==> config.mk <==
export PLATFORM = sky130hd
export DESIGN_NAME = branch_pred_ctrl
export DESIGN_NICKNAME = d
export VERILOG_FILES = /design/src/rtl/branch_pred_ctrl.sv
export SDC_FILE = /design/constraint.sdc
export NUM_CORES = 1
export LEC_CHECK = 0
export CORE_MARGIN = 5
export CORE_UTILIZATION = 35
export CTS_BUF_LIST = sky130_fd_sc_hd__clkbuf_4 sky130_fd_sc_hd__clkbuf_8
export CTS_CLUSTER_SIZE = 25
export DETAILED_ROUTE_END_ITERATION = 7
export SYNTH_ARGS = -nofsm -noshare
export SYNTH_HDL_FRONTEND = slang
export SYNTH_SLANG_ARGS = --single-unit
==> constraint.sdc <==
create_clock -name clk -period 1.9 [get_ports clk]
set_input_delay 0.285 -clock clk [delete_from_list [all_inputs] [get_ports clk]]
set_output_delay 0.285 -clock clk [all_outputs]
set_load 0.02 [all_outputs]
==> src/rtl/branch_pred_ctrl.sv <==
// Branch predictor: a table of 2-bit saturating counters plus a queued read-modify-write update engine.
// Optional saturating mispredict counter is enabled by defining BP_MISPRED_CNT_EN.
module branch_pred_ctrl #(
    parameter int IDX_W      = 4,
    parameter int FIFO_DEPTH = 4
) (
    input  logic             clk,
    input  logic             rst_n,
    input  logic             lk_valid,
    input  logic [IDX_W-1:0] lk_idx,
    output logic             lk_rvalid,
    output logic             lk_taken,
    input  logic             res_valid,
    output logic             res_ready,
    input  logic [IDX_W-1:0] res_idx,
    input  logic [1:0]       res_op,
    input  logic [3:0]       res_a,
    input  logic [3:0]       res_b,
    input  logic             res_pred,
    output logic             busy,
    output logic [7:0]       mispred_cnt
);
    localparam int ENTRIES = 2 ** IDX_W;
    localparam int PTR_W   = $clog2(FIFO_DEPTH);
    localparam logic [PTR_W:0] PTR_ONE = (PTR_W + 1)'(1);

    typedef enum logic [1:0] {OP_BEQ = 2'b00, OP_BNE = 2'b01, OP_BLT = 2'b10, OP_BGE = 2'b11} op_e;
    typedef enum logic [1:0] {S_IDLE, S_CALC, S_WRITE} state_e;

    typedef struct packed {
        logic [IDX_W-1:0] idx;
        op_e              op;
        logic [3:0]       a;
        logic [3:0]       b;
        logic             pred;
    } res_t;

    logic [1:0]     ctr [ENTRIES];
    res_t           fifo_mem [FIFO_DEPTH];
    logic [PTR_W:0] wr_ptr;
    logic [PTR_W:0] rd_ptr;
    logic           full;
    logic           empty;
    logic           push;
    logic           pop;
    state_e         state;
    res_t           work;
    logic [1:0]     work_ctr;
    logic           work_mis;
    logic           calc_taken;

    function automatic logic eval_taken(input op_e op, input logic [3:0] a, input logic [3:0] b);
        case (op)
            OP_BEQ:  return a == b;
            OP_BNE:  return a != b;
            OP_BLT:  return a < b;
            default: return a >= b;
        endcase
    endfunction

    function automatic logic [1:0] sat_step(input logic [1:0] c, input logic taken);
        if (taken) return (c == 2'b11) ? c : c + 2'd1;
        else       return (c == 2'b00) ? c : c - 2'd1;
    endfunction

    // Extra pointer MSB distinguishes full from empty when the index bits match.
    assign empty      = (wr_ptr == rd_ptr);
    assign full       = (wr_ptr[PTR_W] != rd_ptr[PTR_W]) &&
                        (wr_ptr[PTR_W-1:0] == rd_ptr[PTR_W-1:0]);
    assign res_ready  = !full;
    assign push       = res_valid && !full;
    assign pop        = (state == S_IDLE) && !empty;
    assign busy       = (state != S_IDLE) || !empty;
    assign calc_taken = eval_taken(work.op, work.a, work.b);

    always_ff @(posedge clk or negedge rst_n) begin
        if (!rst_n) begin
            wr_ptr <= '0;
            rd_ptr <= '0;
        end else begin
            if (push) wr_ptr <= wr_ptr + PTR_ONE;
            if (pop)  rd_ptr <= rd_ptr + PTR_ONE;
        end
    end

    // NOTE: queue payload needs no reset; the pointers alone decide what is valid.
    always_ff @(posedge clk) begin
        if (push) fifo_mem[wr_ptr[PTR_W-1:0]] <= '{res_idx, op_e'(res_op), res_a, res_b, res_pred};
    end

    // NOTE: the counter table is reset because predictions must start at strongly-not-taken.
    always_ff @(posedge clk or negedge rst_n) begin
        if (!rst_n) begin
            for (int i = 0; i < ENTRIES; i++) ctr[i] <= 2'b00;
        end else if (state == S_WRITE) begin
            ctr[work.idx] <= work_ctr;
        end
    end

    // Non-blocking read: a lookup in the WRITE cycle sees the pre-write counter.
    always_ff @(posedge clk or negedge rst_n) begin
        if (!rst_n) begin
            lk_rvalid <= 1'b0;
            lk_taken  <= 1'b0;
        end else begin
            lk_rvalid <= lk_valid;
            if (lk_valid) lk_taken <= ctr[lk_idx][1];
        end
    end

    always_ff @(posedge clk or negedge rst_n) begin
        if (!rst_n) begin
            state    <= S_IDLE;
            work     <= '0;
            work_ctr <= 2'b00;
            work_mis <= 1'b0;
        end else begin
            case (state)
                S_IDLE: begin
                    if (pop) begin
                        work  <= fifo_mem[rd_ptr[PTR_W-1:0]];
                        state <= S_CALC;
                    end
                end
                S_CALC: begin
                    work_ctr <= sat_step(ctr[work.idx], calc_taken);
                    work_mis <= (calc_taken != work.pred);
                    state    <= S_WRITE;
                end
                S_WRITE: state <= S_IDLE;
                default: state <= S_IDLE;
            endcase
        end
    end

`ifdef BP_MISPRED_CNT_EN
    logic [7:0] mis_q;

    always_ff @(posedge clk or negedge rst_n) begin
        if (!rst_n) begin
            mis_q <= 8'h00;
        end else if (state == S_WRITE && work_mis && mis_q != 8'hFF) begin
            mis_q <= mis_q + 8'd1;
        end
    end

    assign mispred_cnt = mis_q;
`else
    // Mispredict flag has no consumer in this build.
    logic unused_mis;
    assign unused_mis  = work_mis;
    assign mispred_cnt = 8'h00;
`endif

endmodule

==> metrics <==
fin crit period=1.86 ns; cells taking the most area after synthesis=edfxtp_1, dfrtp_1, mux4_2, mux2_2, ha_1; Clock Tree Root=clkbuf_8; IO Port Bufs=25; CP bufs+invs=1; Max VDD drop=0.773 mV; fmax=538 MHz; GRT Resource Usage Total=0.121; total power=9780 uW; yosys synthesis warning count=0; final clock skew=0.0104 ns; Pleak=0.00243 uW; data arrival time of the worst path=2.17 ns; worst-skew pair later-pin latency=0.43 ns; total congestion overflow=0; # IOs=35; PwrDens=1620 nW/um2; DRT met1 WL=4110 um; GP Congestion=0.775; # DRC=0; Die Y=129 um; Yosys cell types=35; final hold violation count=0; first-pass GRT wire length=15300 um; Final nets=390; CTS max path bufs=2; clk slew on worst S/H paths=0.07 ns; final worst slack=0.0411 ns; Hold Path Class=in2reg; WL/cell=17.1 um; Vias=2728; CP peak stage delay=0.51 ns; Cell Area, Synth=5000 um2; crit-path max FO=7; vias in the first global route=2895; post-DP HPWL=6070 um; Post-Syn Instances=307; cell family with most CP delay=flip-flops; DR iter-0 viols=150; Finish-stage setup viols=0; die area=16800 um2; RSZ-0062 raised after global routing=yes; top routing layer in use=met4; post-route antenna net violation count=0; CTS buffer count=17; met2 WL post-DR=4760 um; largest net degree at the start of global routing=59; drt first pass iters=4; #FFs+latches synth=114; critical path launch point type=flop; initial antenna violation count=0; sequential share of the synthesized area=0.627; layout filler cell count=1266; Vias per Instance=4.95; crit path cell chain=buf_6, mux4_2, a22oi_2, nand3_1, a32oi_1, o21ai_1; Diodes inserted=0; Max Cap Violations=0; Area Growth Syn to Fin=20.8%; Sequential Area=3130 um2; run status=completed; critical path capture point type=flop; worst path required time=2.21 ns; top cell type by total area after synthesis=edfxtp_1; TritonCTS clock tree=done; fin util=0.433; worst slew pin tran=0.539 ns; Chip Width=129 um; # rows=43; final wirelength=9410 um; Multi-input gate area=1760 um2; post-route insts no fill=551; pre-CTS setup slack=-0.398 ns; starting density of the core=0.359; CTS H-tree lvls=4; Tcrit/Tclk final=0.978; Slew Viols, Final=0; slowest stage cell, crit path=dfrtp_2; met3 wire length=415 um; relative slew slack=0.641; Post-Syn Area per Cell=16.3 um2; Clock Sinks=114; critical path class=reg2reg; post-synth top area share=0.337; setup TNS after final layout=0 ns; Core Footprint=13900 um2; placed instance count=514; share of cells above drive strength 1=0.356
cell usage in the layout (no fill, tap or decap), drive strengths merged, types with 4 or more instances in the layout:
master | Yosys | layout
buf | 16 | 22
o21ai | 10 | 10
clkinv | 0 | 5
clkdlybuf4s50 | 0 | 22
xor2 | 4 | 4
dfrtp | 58 | 58
ha | 9 | 9
mux4 | 27 | 27
bufinv | 0 | 4
nand3 | 7 | 7
and3 | 8 | 8
conb | 1 | 8
clkbuf | 5 | 19
nand2 | 24 | 24
nor2 | 4 | 4
edfxtp | 56 | 56
xnor2 | 4 | 4
mux2 | 43 | 43
inv | 8 | 12
nor2b | 6 | 6
cells in the mapped netlist:
cell type / instances
nand2b_1: 2
buf_4: 10
dfrtp_1: 58
nor2_1: 4
nor2b_1: 6
mux4_2: 23
and2_1: 1
edfxtp_1: 56
o21ai_0: 8
nor3b_1: 1
and3_1: 8
ha_1: 9
a211o_1: 1
a22oi_1: 2
buf_2: 4
nand4_1: 2
nand2_1: 24
conb_1: 1
a21oi_1: 1
mux4_1: 4
clkbuf_1: 5
nor3_1: 1
a32oi_1: 2
xnor2_1: 4
nor3_2: 1
and3b_1: 1
nor4_1: 1
inv_1: 8
mux2_4: 1
nand3_1: 7
xor2_1: 4
o211ai_1: 1
buf_6: 2
o21ai_1: 2
mux2_2: 42
worst reg2reg max path: stages (launching register included):
cell	delay, ns
dfrtp_2	0.51
buf_6	0.14
mux4_2	0.50
a22oi_2	0.19
nand3_1	0.14
a32oi_1	0.18
o21ai_1	0.09
metrics by stage:
step	hold WS (ns)	cell area, um2
global placement	0.314	5520
CTS	0.355	5990
floorplan	-0.0106	5020
global route	0.359	6030
finish	0.375	6030
detailed placement	0.318	5520
sequential cells by signal, indices dropped and copies added (netlist names):
name,cells
wr_ptr,3
work,14
fifo_mem,56
work_ctr,2
lk_taken,1
rd_ptr,3
ctr,32
state,2
lk_rvalid,1
cell type report:
| cell class | instances | area share |
|---|---|---|
| flip-flops and latches | 114 | 0.519 |
| multi-input cells | 171 | 0.292 |
| repair buffers | 46 | 0.0730 |
| clock buffers | 18 | 0.0400 |
| well taps | 180 | 0.0373 |
| clock inverters | 14 | 0.0336 |
| inverters | 8 | 0.00498 |
final timing paths:
check,start,to,slack (ns),cells after the start
worst max-delay path,work[11],work_ctr[1],0.04,6
worst min-delay path,lk_valid,lk_rvalid,0.37,1
worst max register to register,work[11],work_ctr[1],0.04,6
worst min register to register,wr_ptr[2],wr_ptr[2],0.49,1
max in group asynchronous,rst_n,work[11],1.25,3
min in group asynchronous,rst_n,ctr[20],0.39,3
per-layer routing:
layer | track usage | vias up
met1 | 0.151 | 1398
met2 | 0.203 | 59
met3 | 0.0371 | 16
li1 | - | 1255
met4 | 0.0367 | 0
met5 | 0 | -
power by group:
part	switching [uW]	internal [uW]	leakage [uW]
combinational	1510	1780	0.000955
clock	1060	1460	0.000222
sequential	577	3390	0.00126
total	3150	6630	0.00243
kinds of logic after synthesis:
| family | after synthesis | synth area share |
|---|---|---|
| AO/OA/AOI/OAI | 17 | 0.0208 |
| XOR/XNOR | 8 | 0.0140 |
| adder cells (fa/ha/maj) | 9 | 0.0225 |
| buffers and inverters | 29 | 0.0333 |
| flip-flops | 114 | 0.627 |
| multiplexers | 70 | 0.222 |
| other | 1 | 0.000750 |
| AND/OR/NAND/NOR | 59 | 0.0593 |
what timing repair did:
item | in CTS | in global routing
resized for setup | 9 | 10
hold endpoints to repair | 58 | 0
hold buffers | 1 | 0
pin swaps | 2 | 2
buffers inserted | 2 | 2
endpoints found under the setup margin | 38 | 18
(Power assumes the default switching activity.)
==> edit 1 (config.mk and constraints unchanged) <==
Set the parameter `IDX_W` to 2 (it was 4).
--- a/src/rtl/branch_pred_ctrl.sv
+++ b/src/rtl/branch_pred_ctrl.sv
@@ -1,7 +1,7 @@
 // Branch predictor: a table of 2-bit saturating counters plus a queued read-modify-write update engine.
 // Optional saturating mispredict counter is enabled by defining BP_MISPRED_CNT_EN.
 module branch_pred_ctrl #(
-    parameter int IDX_W      = 4,
+    parameter int IDX_W      = 2,
     parameter int FIFO_DEPTH = 4
 ) (
     input  logic             clk,
Interface: changed (resized lk_idx and res_idx); port bits go from 35 to 31. No check against the original RTL was run, so the function may have changed too.
==> edit 1 against the original RTL <==
Global-route usage is 2.1 points lower; largest power group unchanged; final area is 35% lower; cell count is 35% lower; total power is 37% lower; highest routed layer unchanged; setup slack better by 0.095 ns; wire length is 45% lower; core utilization is 1.2 points lower; area after synthesis is 33% lower; non-clock buffer count is 20 lower; sequential cell count is 34 lower; count of clock-buffer cells in the layout is 8 lower; clock power is 51% lower; clock skew is 0.0010 ns higher.
==> edit 1: results (changes against the original RTL) <==
outcome=completed; Fin Hold WS=0.326 ns (-0.0492 ns); post-detailed-routing wire length=5180 microns (-45%); Leak=1.47 nW (-40%); CTS Buf Count=9 (-8); P_int=4.20 mW (-37%); Worst R2R End=fifo_mem[0][8]$_DFFE_PP_; Peak supply drop=0.539 mV (-30%); Synth Area in Adders=0.0336 (+0.0111); critical path fanouts, max=6 (-1); RD Place Congestion=0.708 (-8.7%); share of cells above drive strength 1=0.221 (-0.135); sequential-to-total area share from yosys stat=0.669 (+0.0425); Post-synth EDFFs=48 (-14%); top cells by count, synth=edfxtp_1, dfrtp_1, mux4_2; ys async rst share=0.400 (-0.109); R2R cell count=3 (-3); GRT Total Usage=0.100 (-0.0209); Reg2Reg Launch Point=wr_ptr[1]$_DFFE_PN0P_; PortBufs=21 (-16%); power share of the sequential group=0.442 (+0.036); Arrival @ worst endpoint=1.48 ns (-0.69 ns); Post-DP HPWL=3470 microns (-43%); max reg flops=48 (-14%); top post-synthesis cells by area=edfxtp_1, dfrtp_1, mux4_2, mux2_2, ha_1; worst skew pair latency=0.35 ns (-0.08 ns); Post-Synth XOR/XNOR Area=0.0183 (+0.00428); clock power share=0.198 (-0.060); mux cell area share after synthesis=0.158 (-0.0647); H-tree level count=3 (-1); nets=254 (-35%); vias in the first global route=1711 (-41%); layout filler cell count=858 (-32%); clock skew=0.0115 ns (+0.00101 ns); r2r setup slk=0.17 ns (+0.13 ns); Slew HR=0.575 (-0.0652)
[edit 1: cells by family (layout without fill, tap and decap cells)]
group / Yosys count / after routing
flops: 80 / 80
buf+inv: 21 / 50
compound gates: 15 / 15
other cells: 1 / 8
xor+xnor: 7 / 7
simple gates: 30 / 30
mux: 32 / 32
fa+ha+maj: 9 / 9
[edit 1: timing repair]
action                     CTS  global route
setup endpoints to repair    2             2
resized for setup            4             2
pin swaps                    0             0
gates cloned                 0             0
[edit 1: worst max-delay path by stage]
stage	slack (ns)	cells after the start	end
after floorplan	0.17	4	fifo_mem[3][10]$_DFFE_PP_
after global placement	0.1	2	fifo_mem[0][5]$_DFFE_PP_
after detailed placement	0.11	2	fifo_mem[0][5]$_DFFE_PP_
after CTS	0.02	4	busy
after global routing	0.03	3	res_ready
final	0.14	3	res_ready
[edit 1: cell type report]
class                      instances  area share
multi-input combinational        101       0.258
tap                              129      0.0413
clock buffer                      10      0.0336
clock inverter                     6      0.0173
sequential                        80       0.574
inverter                           8     0.00769
timing repair buffer              26      0.0685
[edit 1: critical path, stage by stage (launching register included)]
cell and delay [ns]:
dfrtp_1 0.43, xnor2_1 0.18, nand3_1 0.19, clkdlybuf4s15_1 0.33
[edit 1: routing by layer]
metal | routed length, microns | part of all wire | global-route usage
met5 | 0 | 0 | 0
met3 | 201 | 0.039 | 0.0270
met2 | 2670 | 0.52 | 0.156
met1 | 2220 | 0.43 | 0.125
met4 | 79 | 0.015 | 0.0568
[edit 1: metrics by stage]
| stage | instance area, sq um | cells |
|---|---|---|
| floorplan | 3380 | 202 |
| global placement | 3710 | 344 |
| detailed placement | 3710 | 344 |
| CTS | 3910 | 360 |
| global route | 3910 | 360 |
| finish | 3910 | 360 |
==> edit 2 (config.mk and constraints unchanged) <==
Without the edit above. Encoding of `state_e`: now one-hot (3 bits for 3 states).
--- a/src/rtl/branch_pred_ctrl.sv
+++ b/src/rtl/branch_pred_ctrl.sv
@@ -25,7 +25,7 @@
     localparam logic [PTR_W:0] PTR_ONE = (PTR_W + 1)'(1);
 
     typedef enum logic [1:0] {OP_BEQ = 2'b00, OP_BNE = 2'b01, OP_BLT = 2'b10, OP_BGE = 2'b11} op_e;
-    typedef enum logic [1:0] {S_IDLE, S_CALC, S_WRITE} state_e;
+    typedef enum logic [2:0] {S_IDLE = 3'b001, S_CALC = 3'b010, S_WRITE = 3'b100} state_e;
 
     typedef struct packed {
         logic [IDX_W-1:0] idx;
Behaviour: same outputs for any inputs over 10 cycles, from zero or initial values and one cycle with rst_n low; not proved beyond that.
==> edit 2 against the original RTL <==
Total power decreased by 8.1%; non-clock buffer count decreased by 1; final area decreased by 0.52%; wire length decreased by 1.2%; largest power group unchanged; critical path depth decreased by 2; area after synthesis increased by 0.35%; cell count increased by 2.4%; die area increased by 0.32%; sequential cell count increased by 1; clock power decreased by 13%; setup slack got worse by 0.013 ns; first-iteration DRC count increased by 24%; global-route usage decreased by 0.14 points; critical path type is now input pin to flop; sequential power decreased by 5%.
==> edit 2: results (changes against the original RTL) <==
routing usage on met2=0.201 (-0.00226); nets=403 (+3.3%); RD Place Congestion=0.824 (+6.4%); first-pass GRT wire length=15100 microns (-1.2%); critical path fanouts, max=4 (-3); share of cells above drive strength 1=0.315 (-0.0407); Post-Synth XOR/XNOR Area=0.0140 (-0.0000490); ys async rst share=0.513 (+0.00427); drt initial violations=186 (+24%); routed metal-1 wirelength=4080 microns (-0.71%); Synth Area in Adders=0.0225 (-0.0000787); compound-gate portion of the synthesized area=0.0292 (+0.00841); mux cell area share after synthesis=0.204 (-0.0187); GRT Total Usage=0.120 (-0.00138); Worst Setup EP=lk_taken$_DFFE_PN0P_; Post-DP HPWL=6200 microns (+2.1%); clock skew=0.0114 ns (+0.000948 ns); vias in the first global route=2936 (+1.4%); R2R cell count=5 (-1); final worst path period need=1.87 ns (+0.0133 ns); Hold WC Path Type=input pin to asynchronous set/reset pin; CP startpoint=lk_idx[0]; top post-synthesis cells by area=edfxtp_1, dfrtp_1, mux4_2, mux2_2, ha_1; largest net degree at the start of global routing=32 (-46%); slowest cell on the critical path=clkdlybuf4s50_1; pre-CTS WS=-0.416 ns (-0.0172 ns); routed wl met2=4770 microns (+0.23%); worst slew pin tran=0.627 ns (+0.0883 ns); WL met3=335 microns (-19%); post-detailed-routing wire length=9300 microns (-1.2%); Sw Pwr=2.89 mW (-8.1%); Leak=2.39 nW (-1.8%); outcome=completed; Largest stage delay, worst path=0.58 ns (+0.07 ns)
[edit 2: changes by cell type after synthesis, sizes merged, moves of 2 or more]
| cell | unedited run | this run |
|---|---|---|
| mux2 | 43 | 35 |
| clkbuf | 5 | 7 |
| o21ai | 10 | 16 |
| nand3 | 7 | 9 |
| nand2 | 24 | 26 |
| buf | 16 | 14 |
| o22ai | 0 | 2 |
| nor2 | 4 | 11 |
[edit 2: what timing repair did]
action | 4_1_cts | 5_1_grt
hold endpoints to repair | 18 | 0
hold buffers | 1 | 0
cloned | 0 | 0
gates resized for setup | 10 | 8
setup buffers | 3 | 2
endpoints found under the setup margin | 4 | 4
pin swaps | 2 | 3
[edit 2: power groups by stage]
stage,Combinational [mW],Sequential [mW],Clock (mW)
after CTS,2.99,3.77,2.27
final,3.00,3.78,2.20
after global routing,3.33,3.88,2.39
after global placement,2.84,3.80,0
after floorplan,2.22,3.61,0
after detailed placement,2.92,3.84,0
[edit 2: cell type report]
type | count | area [sq um] | share of cell area
clock buffer | 17 | 234 | 0.0390
multi-input combinational | 183 | 1760 | 0.293
sequential | 115 | 3160 | 0.526
clock inverter | 15 | 156 | 0.0261
inverter | 9 | 33.8 | 0.00563
tap | 180 | 225 | 0.0375
timing repair buffer | 45 | 433 | 0.0721
[edit 2: through the flow]
stage | std cells | hold slack, ns | area, sq um
after CTS | 562 | 0.345 | 5960
final | 564 | 0.357 | 6000
after global placement | 526 | 0.260 | 5530
after detailed placement | 526 | 0.266 | 5530
after global routing | 564 | 0.348 | 6000
after floorplan | 328 | -0.0106 | 5040
[edit 2: worst reg2reg max path, cell delays in order, from the launching register on]
cell and delay [ns]:
dfrtp_2 0.51, mux4_2 0.57, a22oi_2 0.22, nand3_2 0.12, a32oi_1 0.20, o22ai_1 0.11
